**config.mk**
```make
export PLATFORM = sky130hd
export DESIGN_NAME = pipe_stage_reg
export DESIGN_NICKNAME = d
export VERILOG_FILES = /design/src/rtl/pipe_stage_reg.sv
export SDC_FILE = /design/constraint.sdc
export NUM_CORES = 1
export LEC_CHECK = 0
export ABC_AREA = 1
export BUFFER_PORTS_ARGS = -buffer_cell sky130_fd_sc_hd__buf_2
export CAP_MARGIN = 15
export CORE_ASPECT_RATIO = 1.5
export CORE_MARGIN = 2
export CORE_UTILIZATION = 45
export DETAILED_ROUTE_END_ITERATION = 10
export GPL_TIMING_DRIVEN = 1
export PLACE_DENSITY_LB_ADDON = 0.1
export SKIP_CTS_REPAIR_TIMING = 1
export SLEW_MARGIN = 25
export SYNTH_ARGS = -nofsm -noshare
export SYNTH_HDL_FRONTEND = slang
export SYNTH_SLANG_ARGS = --single-unit
```
**constraint.sdc**
```tcl
create_clock -name clk -period 2 [get_ports clk]
set_clock_uncertainty 0.05 [all_clocks]
set_input_delay 0 -clock clk [delete_from_list [all_inputs] [get_ports clk]]
set_output_delay 0 -clock clk [all_outputs]
set_load 0.01 [all_outputs]
```
**src/rtl/pipe_stage_reg.sv**
```systemverilog
// Pipeline stage register: valid/ready handshake, synchronous flush, saturating stall counter.
// Latency: in-fire in cycle N presents the entry on out_valid/out_data in cycle N+1 (registered outputs).
// Backpressure: with PIPE_STAGE_REG_SKID_EN, two-entry skid and registered in_ready = ~skid_v; without it, in_ready = ~main_v | out_ready.
module pipe_stage_reg #(
  parameter int unsigned      WIDTH     = 32,
  parameter logic [WIDTH-1:0] RESET_VAL = {WIDTH{1'b0}},
  parameter int unsigned      CNT_W     = 16
) (
  input  logic             clk,
  input  logic             rst,
  input  logic             flush,
  input  logic             in_valid,
  output logic             in_ready,
  input  logic [WIDTH-1:0] in_data,
  output logic             out_valid,
  input  logic             out_ready,
  output logic [WIDTH-1:0] out_data,
  output logic [CNT_W-1:0] stall_cnt,
  input  logic             stall_clr
);

  // State is the pair of valid bits: bit0 = main_v, bit1 = skid_v.
  typedef enum logic [1:0] {
    EMPTY = 2'b00,
    FULL  = 2'b01,
    SKID  = 2'b11
  } state_t;

  localparam logic [CNT_W-1:0] CNT_MAX = {CNT_W{1'b1}};

  state_t           state_q;
  state_t           state_d;
  logic [WIDTH-1:0] main_q;
  logic             main_v;
  logic             in_fire;
  logic             out_fire;
  logic             load_in;

  assign main_v   = state_q[0];
  assign in_fire  = in_valid & in_ready;
  assign out_fire = main_v & out_ready;

`ifdef PIPE_STAGE_REG_SKID_EN
  logic [WIDTH-1:0] skid_q;
  logic             skid_v;
  logic             load_skid;
  logic             load_from_skid;

  assign skid_v   = state_q[1];
  // Only the skid entry blocks upstream, so in_ready never depends on out_ready.
  assign in_ready = ~skid_v;
`else
  // Single entry: a full stage can accept only when the head leaves this cycle.
  assign in_ready = ~main_v | out_ready;
`endif

  // Next-state and load selection; flush overrides everything and rewrites no data.
  always_comb begin
    state_d = state_q;
    load_in = 1'b0;
`ifdef PIPE_STAGE_REG_SKID_EN
    load_skid      = 1'b0;
    load_from_skid = 1'b0;
`endif
    case (state_q)
      EMPTY: begin
        if (in_fire) begin
          state_d = FULL;
          load_in = 1'b1;
        end
      end
      FULL: begin
        if (in_fire && out_fire) begin
          load_in = 1'b1;
`ifdef PIPE_STAGE_REG_SKID_EN
        end else if (in_fire) begin
          state_d   = SKID;
          load_skid = 1'b1;
`endif
        end else if (out_fire) begin
          state_d = EMPTY;
        end
      end
`ifdef PIPE_STAGE_REG_SKID_EN
      SKID: begin
        if (out_fire) begin
          state_d        = FULL;
          load_from_skid = 1'b1;
        end
      end
`endif
      default: state_d = EMPTY;
    endcase
    if (flush) begin
      state_d = EMPTY;
      load_in = 1'b0;
`ifdef PIPE_STAGE_REG_SKID_EN
      load_skid      = 1'b0;
      load_from_skid = 1'b0;
`endif
    end
  end

  // State register; reset drops every held entry.
  always_ff @(posedge clk or negedge rst) begin
    if (!rst) state_q <= EMPTY;
    else      state_q <= state_d;
  end

  // Head payload: from upstream, or promoted from the skid slot when the head drains.
  always_ff @(posedge clk or negedge rst) begin
    if (!rst) begin
      main_q <= RESET_VAL;
    end else if (load_in) begin
      main_q <= in_data;
`ifdef PIPE_STAGE_REG_SKID_EN
    end else if (load_from_skid) begin
      main_q <= skid_q;
`endif
    end
  end

`ifdef PIPE_STAGE_REG_SKID_EN
  // Skid payload: captures the entry accepted while the head is stalled.
  always_ff @(posedge clk or negedge rst) begin
    if (!rst)           skid_q <= RESET_VAL;
    else if (load_skid) skid_q <= in_data;
  end
`endif

  // Stall counter: clear wins, then saturating increment on stalled cycles.
  always_ff @(posedge clk or negedge rst) begin
    if (!rst)                                          stall_cnt <= '0;
    else if (stall_clr)                                stall_cnt <= '0;
    else if (main_v && !out_ready && stall_cnt != CNT_MAX) stall_cnt <= stall_cnt + CNT_W'(1);
  end

  assign out_valid = main_v;
  assign out_data  = main_q;

endmodule
```
## After elaboration in Yosys (flattened, before gate mapping)

Cells that the tools add are included.

- Bits of input ports: 38
- Logic and storage cells: 31
- Register bits after elaboration: 50

- Bitwise gates (word level): 4
- Mux-type cells: 11
- Equality and inequality tests: 5
- $add $sub $neg: 1
- Reductions and logical operators: 7

Operator list:

| cell | count |
|---|---|
| 16-bit two-way mux | 2 |
| 16-bit by 1-bit adder with 16-bit output, second input constant | 1 |
| 16-bit inequality test, second input constant | 1 |
| 3-bit inequality test, second input constant | 3 |
| 2-bit two-way mux | 4 |
| 2-bit one-hot mux with 2 select lines | 1 |
| 1-bit logical AND | 3 |
| 1-bit two-way mux | 3 |
| 3-bit AND reduction | 1 |
| 1-bit bitwise AND | 2 |
| 2-bit by 1-bit equality test with 1-bit output, second input constant | 1 |
| 2-bit logical NOT | 1 |
| 1-bit one-hot mux with 2 select lines | 1 |
| 2-bit nonzero test | 1 |
| 1-bit logical NOT | 1 |
| 1-bit NOT | 1 |
| 1-bit bitwise OR | 1 |

## Logic depth before layout (Yosys ltp)

Gate-level depths: netlist of run 1.

- Word-level depth: 7
- Depth in mapped cells: 10
- Depth with buffers taken out: 9

## Worst setup path before layout of run 1

Ideal clock, no wire load.

- Path kind: reg-to-reg
- Start point: register stall_cnt[0]
- End point: register stall_cnt[10]
- Cell stages (with the launch flop): 10
- Path slack: 427 ps
- Library setup time: 117 ps
- Period minus slack after synthesis: 1573 ps
- Required time: 1833 ps
- Data arrival time: 1406 ps
- Cells stage by stage: dfrtp_1 ha_1 nand2_1 nor2_4 nand2_2 nor2_4 nor2_4 buf_2 nand3_1 nand2_1

- Cells in the longest elaborated chain, start to end: 3

RTL lines:

| element | RTL line | source |
|---|---|---|
| from (decl) | 18 | `output logic [CNT_W-1:0] stall_cnt,` |
| from (signal assigned) | 135 | `else if (main_v && !out_ready && stall_cnt != CNT_MAX) stall_cnt <= stall_cnt + CNT_W'(1);` |
| 16-bit by 1-bit adder with 16-bit output or 16-bit inequality test (tied branches) | 135 |  |
| 16-bit two-way mux or 1-bit logical AND (tied branches) | 135 |  |
| 16-bit two-way mux or 2-bit nonzero test (tied branches) | - |  |

Parallel ways exist; a longest one is shown, timed or not. The select of a mux whose other input is x is not followed.
A chain may end at the register's enable or synchronous reset.

## Worst setup path after layout of run 1

Ends and elaborated chain as after synthesis.

==> results.txt, run 1 <==
The DRC violations left came out at 0. TritonCTS created 5 clock buffers. The switching power of the nets came out at 0.0005979 W. The slowest stage of the critical path is the sky130_fd_sc_hd__dfrtp_1 cell.

The number of antenna violations at the first check in global routing is 0. The count of synthesis-stage warnings from yosys came out at 0. The layout overhead on the synthesized area is 42.94%. Grouping stages by cell kind, the critical path spends the most delay in simple AND/OR/NAND/NOR gates. The fill cell instance count of the final layout is 392.

Entering global routing, the biggest net connects 50 pins. The flip-flop and latch count after synthesis came out at 49. The number of hold violations in the final report was 0.

The portion of netlist area occupied by mux cells is 15.77%. The H-tree was split into 2 levels. The fraction of synthesized cell area in xor and xnor cells is 0.7667%. The initial core utilization is 47.12%. The flow ran to the end, and the final reports show no timing, DRC or antenna violations. The critical path launch point type is a register.

Routability-driven placement finished with a final weighted congestion of 0.8408. By area, the combinational part of the netlist is dominated by simple AND/OR/NAND/NOR gates. The sequential share of power is 49.3%.

The number of nets in the finished design is 394. The post-route fraction of the period consumed by the critical path came out at 88.68%. The die outline area is 5675 um^2.

The most common cell after layout, fill and taps aside is sky130_fd_sc_hd__buf_2. For this block, the via count after detailed routing is 2034. For the pin with the worst max-slew slack, the measured transition is 0.6080 ns. The synthesized-area fraction occupied by and/or/nand/nor cells came out at 21.58%.

The clock tree from TritonCTS is built. The worst endpoint data arrival time came out at 1.97 ns. The number of distinct library cells after synthesis came out at 21. After clock tree synthesis, the clock-pin slew on the worst setup and hold paths is 0.09 ns. The detailed-router iteration count before antenna repair came out at 6. The remaining antenna violation count is 0. The total negative slack for setup checks is 0 ns. The signal on the critical path passes through ha_1 > nand2_1 > nor2_4 > nand2_2 > nor2_4 > nor2_4 > nor2_4 > nand2_1 > nand2_1.

The post-route total power is 0.002354 W. The power per standard cell area is 720.9 nW/um^2. The portion of total power attributed to combinational logic came out at 19.5%.

Of the total power, the share spent switching nets is 25.40%. The portion of the post-synthesis area used by sequential elements is 53.67%. The setup path with the least slack is of type reg -> reg. The number of setup violations in the final report is 0. The class of the tightest hold or removal check is in -> reg. The count of boundary I/O pins is 88. The synthesized netlist devotes 0.5476% of its cell area to adder and majority cells. The synthesized net count came out at 269.

The internal power is 0.001756 W. The synthesized instance count came out at 230. Clock tree synthesis found a total of 49 sinks. The portion of total power attributed to the clock network came out at 31.2%. In this run the tool buffered the top-level ports with 87 buffer cells. The synthesized area came out at 2285 um^2. The count of inserted antenna diode cells came out at 0. The mean instance size in the synthesized netlist came out at 9.933 um^2. Setup repair after global routing left no endpoint under its margin. The number of pins exceeding their max-slew limit in the final report was 0. The max-capacitance violation count is 0.

The maximum vdd ir drop came out at 517.2 uV. The analysis attributes to cell leakage a power of 1.641 nW. In this design, the stage delay of the slowest critical-path cell is 0.39 ns. The overall die height came out at 91.27 um. The layout cell share with drive strength beyond 1 is 36.52%. For this block, the initial DRC count from the detailed router was 120.

The total overflow left after global routing is 0. The time the final worst path needs with I/O delays and setup is 1.774 ns. After detailed routing, the average wire length per cell comes to 13.38 um.

The maximum number of buffers from clock root to sink came out at 2. By instance count, the cell type seen most on the critical path is sky130_fd_sc_hd__nor2_4. The peak fanout along the critical path is 15.

The category of the worst setup path capture point is a register. The area inside the core boundary is 4848 um^2. From left edge to right edge, the die measures 62.18 um. The complex-gate fraction of the synthesized area came out at 2.848%. The number of buffers and inverters on the critical path came out at 0. The HPWL reported at the end of detailed placement came out at 3796 um.

The global-route usage over all layers came out at 18.91%. The via density per instance came out at 4.820. STA puts the critical path data required time at 2.19 ns. The flip-flop and latch area came out at 1226 um^2.

In this run the tightest slew margin relative to its limit is 59.46%. The global-route wire length before repair is 8493 um. Static timing analysis puts the maximum clock frequency at 0.5638 GHz. The source-to-sink clock delay at the later pin of the worst-skew pair came out at 0.30 ns.

In the layout the commonest cells are 87 x sky130_fd_sc_hd__buf_2, 56 x sky130_fd_sc_hd__nand2_1, 49 x sky130_fd_sc_hd__dfrtp_1. The area used by multi-input combinational logic is 948.4 um^2. The via count of the first global-routing pass was 1924. The routed wire length came out at 5647 um. The clock root buffer master is sky130_fd_sc_hd__clkbuf_8. The row count came out at 31.
[cell usage after synthesis]
cell,n,share of area (%)
sky130_fd_sc_hd__xor2_1,2,0.77
sky130_fd_sc_hd__nand2_2,1,0.27
sky130_fd_sc_hd__mux2_2,26,13
sky130_fd_sc_hd__nor2_1,17,2.8
sky130_fd_sc_hd__dfrtp_1,49,54
sky130_fd_sc_hd__ha_1,1,0.55
sky130_fd_sc_hd__buf_6,1,0.49
sky130_fd_sc_hd__o21ai_1,6,1.3
sky130_fd_sc_hd__nand4_1,9,2.5
sky130_fd_sc_hd__o21ai_0,2,0.44
sky130_fd_sc_hd__nor2_4,5,2.5
sky130_fd_sc_hd__clkbuf_1,1,0.16
sky130_fd_sc_hd__a21oi_1,5,1.1
sky130_fd_sc_hd__inv_1,19,3.1
sky130_fd_sc_hd__nor3b_1,1,0.33
sky130_fd_sc_hd__mux2_1,6,3.0
sky130_fd_sc_hd__nand3b_1,1,0.33
sky130_fd_sc_hd__nand3_1,17,3.7
sky130_fd_sc_hd__inv_2,1,0.16
sky130_fd_sc_hd__buf_2,4,0.88
sky130_fd_sc_hd__nand2_1,56,9.2
[tightest hold or removal path, stage by stage]
cell,delay [ns]
sky130_fd_sc_hd__buf_2,0.19
sky130_fd_sc_hd__nor3b_1,0.08
sky130_fd_sc_hd__nand2_1,0.06
sky130_fd_sc_hd__nand2_1,0.04
[path summary, 6_finish.rpt]
| kind | end | slack [ns] | from | depth (start not counted) |
|---|---|---|---|---|
| max in group asynchronous | stall_cnt[11] | 1.21 | rst | 3 |
| min in group asynchronous | out_data[31] | 0.26 | rst | 3 |
| hold / removal | stall_cnt[2] | 0.05 | stall_clr | 4 |
| setup / recovery | stall_cnt[10] | 0.23 | stall_cnt[0] | 9 |
| hold reg to reg | out_data[13] | 0.44 | out_data[13] | 1 |
| setup reg to reg | stall_cnt[10] | 0.23 | stall_cnt[0] | 9 |
[layout make-up]
| class | instances | share of cell area [%] |
|---|---|---|
| Sequential cell | 49 | 37.55 |
| Multi-Input combinational cell | 155 | 29.04 |
| Timing Repair Buffer | 124 | 24.90 |
| Clock buffer | 6 | 2.529 |
| Tap cell | 66 | 2.529 |
| Inverter | 20 | 2.299 |
| Clock inverter | 2 | 1.149 |
[metrics by stage]
step           hold WS, ns  instance area [um^2]  setup slack [ns]  util [%]  std cells
2_1_floorplan      -0.3456                  2285            0.4266         -        230
3_3_place_gp       0.09225                  2795            0.3108     57.65        379
3_5_place_dp       0.09009                  2795            0.2722     57.65        379
4_1_cts            -0.2387                  2915            0.2298     60.13        387
5_1_grt            0.04955                  3266           0.08149     67.35        422
6_report           0.04725                  3266            0.2265     67.35        422
[layer usage]
| metal | global-route usage [%] | vias up | share of wire, % | wire length [um] |
|---|---|---|---|---|
| li1 | - | 1004 | - | - |
| met1 | 20.86 | 952 | 37 | 2075 |
| met2 | 34.06 | 67 | 55 | 3113 |
| met3 | 4.461 | 11 | 6.0 | 339 |
| met4 | 8.704 | 0 | 2.1 | 119 |
| met5 | 0 | - | 0 | 0 |
[cell families (layout without fill, tap and decap cells)]
kind of cell / after synthesis / after routing
fa+ha+maj: 1 / 1
xor+xnor: 2 / 2
compound gates: 13 / 13
flops: 49 / 49
simple gates: 107 / 107
mux: 32 / 32
buf+inv: 26 / 152
[power groups by stage]
stage	Sequential [W]	Clock, W	Combinational, W
final	0.00116	0.000735	0.000458
after global routing	0.00118	0.000792	0.000497
after CTS	0.00116	0.000756	0.000407
after detailed placement	0.00118	0	0.000406
after global placement	0.00117	0	0.000399
after floorplan	0.00123	0	0.000142
[flip-flops by register name, summed over array words and instances, names as in the netlist]
| register | flops |
|---|---|
| out_data | 32 |
| stall_cnt | 16 |
| state_q | 1 |
Power figures use the tool's default switching activity.
==> run 2, diff against run 1 <==
--- a/config.mk
+++ b/config.mk
@@ -14,6 +14,7 @@
 export DETAILED_ROUTE_END_ITERATION = 10
 export GPL_TIMING_DRIVEN = 1
 export PLACE_DENSITY_LB_ADDON = 0.1
+export REMOVE_ABC_BUFFERS = 1
 export SKIP_CTS_REPAIR_TIMING = 1
 export SLEW_MARGIN = 25
 export SYNTH_ARGS = -nofsm -noshare
==> results.txt, run 2 (synthesis gave the netlist of run 1 again) <==
The register clock-pin slew on the reported worst setup and hold paths came out at 0.10 ns. For this design the static power due to leakage is 1.637 nW. The switching power of the nets came out at 0.0006308 W. For this block, the initial DRC count from the detailed router was 66. The wire length per cell after detailed routing is 13.66 um. The worst slew slack as a fraction of its limit came out at 66.02%. Across the VDD grid, the largest voltage drop is 661.4 uV. The global-route wire length before repair came out at 8921 um. The HPWL reported at the end of detailed placement came out at 3959 um. The count of inserted antenna diode cells came out at 0. For the pin with the worst max-slew slack, the measured transition is 0.5078 ns. In the final layout, the share of cells above drive strength 1 is 36.59%. The initialized floorplan defines 31 standard-cell rows. TritonCTS built the clock tree. The overall die height is 91.27 um. The flow ran to the end, and the final reports show no timing, DRC or antenna violations. The number of antenna violations at the first check in global routing is 0. The layout overhead on the synthesized area came out at 42.55%.

Across all layers, the routed design uses 2057 vias. The portion of total power attributed to the clock network is 27.6%. The via density per instance came out at 4.851. Across the whole layout, storage elements account for 1226 um^2. The H-tree depth reported by CTS came out at 2.

The maximum number of buffers from clock root to sink is 2. The number of pins exceeding their max-slew limit in the final report came out at 0. For this design the ratio of total power to cell area is 687.4 nW/um^2. The largest stage delay on the critical path is 0.40 ns.

The via count of the first global-routing pass is 2009. The critical path launch point type is a register. At the end of the flow the core is filled with cells to 67.17%. The maximum number of pins on one net before global-route repair is 33.

The detailed-router iteration count before antenna repair came out at 4. The area used by multi-input combinational logic came out at 948.4 um^2. The max-capacitance violation count is 0. The routed wire length is 5793 um.

The met1 routed wirelength after detailed routing is 2189 um. The detailed router used layers up to and including met4. Detailed routing placed a total of 316 um of wire on met3. In the layout the commonest cells are 87 x sky130_fd_sc_hd__buf_2, 56 x sky130_fd_sc_hd__nand2_1, 49 x sky130_fd_sc_hd__dfrtp_1.

The routed design uses 3184 um of met2 wire. The time the final worst path needs with I/O delays and setup came out at 1.740 ns. The filler cells instantiated in the layout total 394.

In this run the worst hold path is classified as in -> async. The total negative slack for setup checks is 0 ns. The number of nets in the finished design came out at 396. After detailed routing, the number of remaining DRC violations is 0.

Among all stages on the critical path, the largest delay is contributed by sky130_fd_sc_hd__dfrtp_1. Of all nets on the critical path, the largest fanout is 15. The region available for standard cell placement spans 4848 um^2. In this design, the critical path's most frequently occurring cell is sky130_fd_sc_hd__nor2_4. The count of boundary I/O pins came out at 88. The worst endpoint data arrival time came out at 1.95 ns. For the worst setup path, the data required time is 2.21 ns. The number of hold violations in the final report was 0.

In the global route stage, overall resource usage came out at 19.77%. Final hold analysis gives a worst-case slack of 0.001569 ns. The net switching share of the total power came out at 28.18%. Walking the worst path, the cells encountered are ha_1 > nand2_1 > nor2_4 > nand2_2 > nor2_4 > nor2_4 > nor2_4 > nand2_1 > nand2_1. The internal power of the cells totals 0.001608 W. The total clock buffers created by CTS came out at 5. The register with the most flip-flops in the layout has 32 of them. The highest clock rate came out at 0.5747 GHz. The worst setup path is captured at a register. At the end of routability-driven placement, the weighted congestion stood at 0.8171. Setup violations remaining at the end of the flow were counted as 0.

For this run the aggregate overflow at the end of global routing stands at 0. Leaving out fill and tap cells, the most frequent cell in the layout is sky130_fd_sc_hd__buf_2. In this run, flip-flops and latches consume 51.8% of the power. The count of buffers inserted at the top-level ports came out at 87.

The floorplan die width came out at 62.18 um. The number of sinks on the clock net came out at 49. The clock reaches the later pin of the worst-skew pair after 0.31 ns.

Setup repair after global routing left no endpoint under its margin. The critical path is of the reg -> reg type. The count of nets left with antenna violations once routing finished came out at 0. The die covers 5675 um^2. The root buffer cell chosen for the clock tree is sky130_fd_sc_hd__clkbuf_8. In this run, the combinational gates consume 20.6% of the power. Once the floorplan was initialized, standard cells occupied 47.12% of the core.

The post-route fraction of the period consumed by the critical path is 87.01%.
==> run 2: cell types whose count changed in the layout (fill, tap and decap cells not counted), sizes merged <==
cell / before / now
bufinv: 1 / 0
inv: 20 / 22
clkbuf: 6 / 5
buf: 89 / 90
dlygate4sd3: 35 / 36
==> run 2: critical path, delay by kind of cell (launching register included) <==
family	cells	cell delay, ns
AND/OR/NAND/NOR	8	1.03
adder cells (fa/ha/maj)	1	0.20
flip-flops	1	0.40
==> run 2: cell type report <==
| type | instances | area share [%] |
|---|---|---|
| multi-input cells | 155 | 29.12 |
| repair buffers | 126 | 25.51 |
| flip-flops and latches | 49 | 37.65 |
| clock buffers | 5 | 2.113 |
| clock inverters | 3 | 0.7683 |
| well taps | 66 | 2.536 |
| inverters | 20 | 2.305 |
==> run 2: metal layers <==
layer	vias to the layer above	track usage [%]
li1	1011	-
met4	0	7.593
met2	63	37.05
met5	-	0
met1	973	21.17
met3	10	4.709
==> run 2: metrics by stage <==
stage	area [um^2]	cells	setup slack, ns	power [W]
final	3257	424	0.2599	0.002239
after global placement	2803	380	0.2835	0.001573
after floorplan	2250	224	0.06994	0.001370
after detailed placement	2803	380	0.2476	0.001586
after CTS	2897	388	0.2304	0.002205
after global routing	3257	424	0.08347	0.002355
==> run 2: worst paths after layout <==
path                                    from            end  slack (ns)  cells after the start
worst min-delay path                     rst   stall_cnt[3]       0.002                      2
worst max-delay path            stall_cnt[1]   stall_cnt[9]        0.26                      9
min in group clk                   stall_clr  stall_cnt[10]        0.04                      4
worst min register to register  out_data[13]   out_data[13]        0.44                      1
max in group asynchronous                rst   stall_cnt[9]        1.13                      3
worst max register to register  stall_cnt[1]   stall_cnt[9]        0.26                      9
==> run 2: power by group through the flow <==
stage	sequential, W	clock (W)	combinational [W]
floorplan	0.00123	0	0.000135
global placement	0.00117	0	0.000402
detailed placement	0.00118	0	0.000410
CTS	0.00116	0.000635	0.000411
global route	0.00118	0.000675	0.000502
finish	0.00116	0.000618	0.000461
==> run 3, diff against run 2 <==
--- a/config.mk
+++ b/config.mk
@@ -13,7 +13,7 @@
 export CORE_UTILIZATION = 45
 export DETAILED_ROUTE_END_ITERATION = 10
 export GPL_TIMING_DRIVEN = 1
-export PLACE_DENSITY_LB_ADDON = 0.1
+export PLACE_DENSITY = 0.74
 export REMOVE_ABC_BUFFERS = 1
 export SKIP_CTS_REPAIR_TIMING = 1
 export SLEW_MARGIN = 25
==> results.txt, run 3 (synthesis gave the netlist of run 1 again) <==
The global-route wire length before repair came out at 8707 um. Detailed routing inserted a total of 2108 vias. The overall die height came out at 91.27 um. In this run, the number of DRC markers left after iteration 0 of detailed routing was 180. The most prevalent standard cell on the critical path is sky130_fd_sc_hd__nor2_4. The remaining global-route overflow came out at 0. The max-capacitance violation count is 0. The clock tree from TritonCTS is built. The filler cells instantiated in the layout total 367.

The maximum number of buffers from clock root to sink came out at 2. The via count of the first global-routing pass is 1878. Setup violations remaining at the end of the flow were counted as 0. For this block, the routed nets add up to 5837 um of wire. The library cell used most frequently in the layout, excluding fill and tap cells, is sky130_fd_sc_hd__buf_2. At the worst endpoint, the arrival time is 1.91 ns. CTS saw 49 sinks.

The number of placed instances, taps included, is 380. Data on the critical path is required at its endpoint by 2.18 ns. Among all stages on the critical path, the largest delay is contributed by sky130_fd_sc_hd__dfrtp_1. The slew of the pin with the lowest slew margin came out at 0.4735 ns. The die covers 5675 um^2.

The wire length per cell after detailed routing is 13.83 um. The power per standard cell area is 682.6 nW/um^2. From synthesis to final layout, the design area changed by 41.95%.

The run finished with clean final reports. The die is 62.18 um wide. In the routed design, unresolved DRC markers number 0.

The highest clock rate is 0.5790 GHz. The count of inserted antenna diode cells is 0. The time the final worst path needs with I/O delays and setup is 1.727 ns. The signal on the critical path passes through ha_1 > nand2_1 > nor2_4 > nand2_2 > nor2_4 > nor2_4 > nor2_4 > nand2_1 > nand2_1. In the final layout, the multi-input gates occupy 948.4 um^2. In the layout the commonest cells are 87 x sky130_fd_sc_hd__buf_2, 56 x sky130_fd_sc_hd__nand2_1, 49 x sky130_fd_sc_hd__dfrtp_1. The peak fanout along the critical path is 15. The final weighted congestion in routability-driven placement is 0.8927.

The number of buffers and inverters on the critical path is 0. The count of placed standard cells in the final layout, fillers left out is 422. The count of boundary I/O pins came out at 88.

The design draws 0.002214 W. After layout, the worst path uses 86.35% of the clock period. The register clock-pin slew on the reported worst setup and hold paths is 0.09 ns. The cell sitting at the root of the clock tree is a sky130_fd_sc_hd__clkbuf_8. The number of antenna violations at the first check in global routing is 0.

The number of pins exceeding their max-slew limit in the final report is 0. Entering global routing, the biggest net connects 29 pins. The via density per instance is 4.995.

The number of flip-flops under the largest register name came out at 32. The count of buffers inserted at the top-level ports came out at 87. The worst-case IR drop observed on VDD is 628.4 uV.

The largest stage delay on the critical path came out at 0.40 ns. The HPWL reported at the end of detailed placement came out at 3868 um. The number of hold violations in the final report came out at 0. The worst setup path is captured at a register. In this run the worst hold path is classified as in -> async. The number of clock buffers added by TritonCTS is 5. Once the floorplan was initialized, standard cells occupied 47.12% of the core. The detailed-router iteration count before antenna repair came out at 4. Setup repair after global routing left no endpoint under its margin. The global-route usage over all layers came out at 19.10%. Of the cells placed in the final design, the portion with a size suffix greater than 1 is 36.52%. The number of nets in the finished design is 395. After floorplanning, the core was sized to cover 4848 um^2.

The source-to-sink clock delay at the later pin of the worst-skew pair is 0.29 ns. The row count came out at 31. The total negative slack for setup checks is 0 ns. The H-tree depth reported by CTS came out at 2. The remaining antenna violation count is 0. The critical path in this run is classified as reg -> reg. The critical path launch point type is a register. The static leakage came out at 1.631 nW. The worst slew slack as a fraction of its limit is 68.32%. The family with the most delay on the worst path is simple AND/OR/NAND/NOR gates.

The flip-flop and latch area is 1226 um^2.
-- run 3: where the power goes --
part | switching, W | internal [W]
logic | 0.000215 | 0.000247
registers | 0.0000603 | 0.00110
clock network | 0.000314 | 0.000274
total | 0.000588 | 0.00163
-- run 3: worst paths after layout --
check                                  start       endpoint  slack [ns]  depth (start not counted)
min in group clk                   stall_clr  stall_cnt[10]        0.05                          4
worst max-delay path            stall_cnt[1]  stall_cnt[11]        0.27                          9
max in group asynchronous                rst     state_q[0]        1.28                          3
worst min-delay path                     rst   out_data[22]        0.05                          2
worst min register to register   out_data[9]    out_data[9]        0.45                          1
worst max register to register  stall_cnt[1]  stall_cnt[11]        0.27                          9
-- run 3: through the flow --
stage               setup slack [ns]  util (%)  area [um^2]  hold slack (ns)
global route                 0.06765     66.89         3243          0.06161
global placement              0.3247     57.81         2803          -0.1866
floorplan                    0.06994         -         2250          -0.3456
finish                        0.2729     66.89         3243          0.04999
CTS                           0.2611     59.66         2893          -0.5097
detailed placement            0.2868     57.81         2803          -0.1862
-- run 3: final cells by class --
type | count | area share [%]
clock buffer | 6 | 2.546
clock inverter | 1 | 0.2315
inverter | 20 | 2.315
multi-input combinational | 155 | 29.24
sequential | 49 | 37.81
tap | 66 | 2.546
timing repair buffer | 125 | 25.31
-- run 3: routing by layer --
layer / routed length [um] / GRT usage (%)
met3: 432 / 4.337
met4: 74 / 6.296
met1: 2277 / 24.07
met2: 3053 / 32.43
met5: 0 / 0
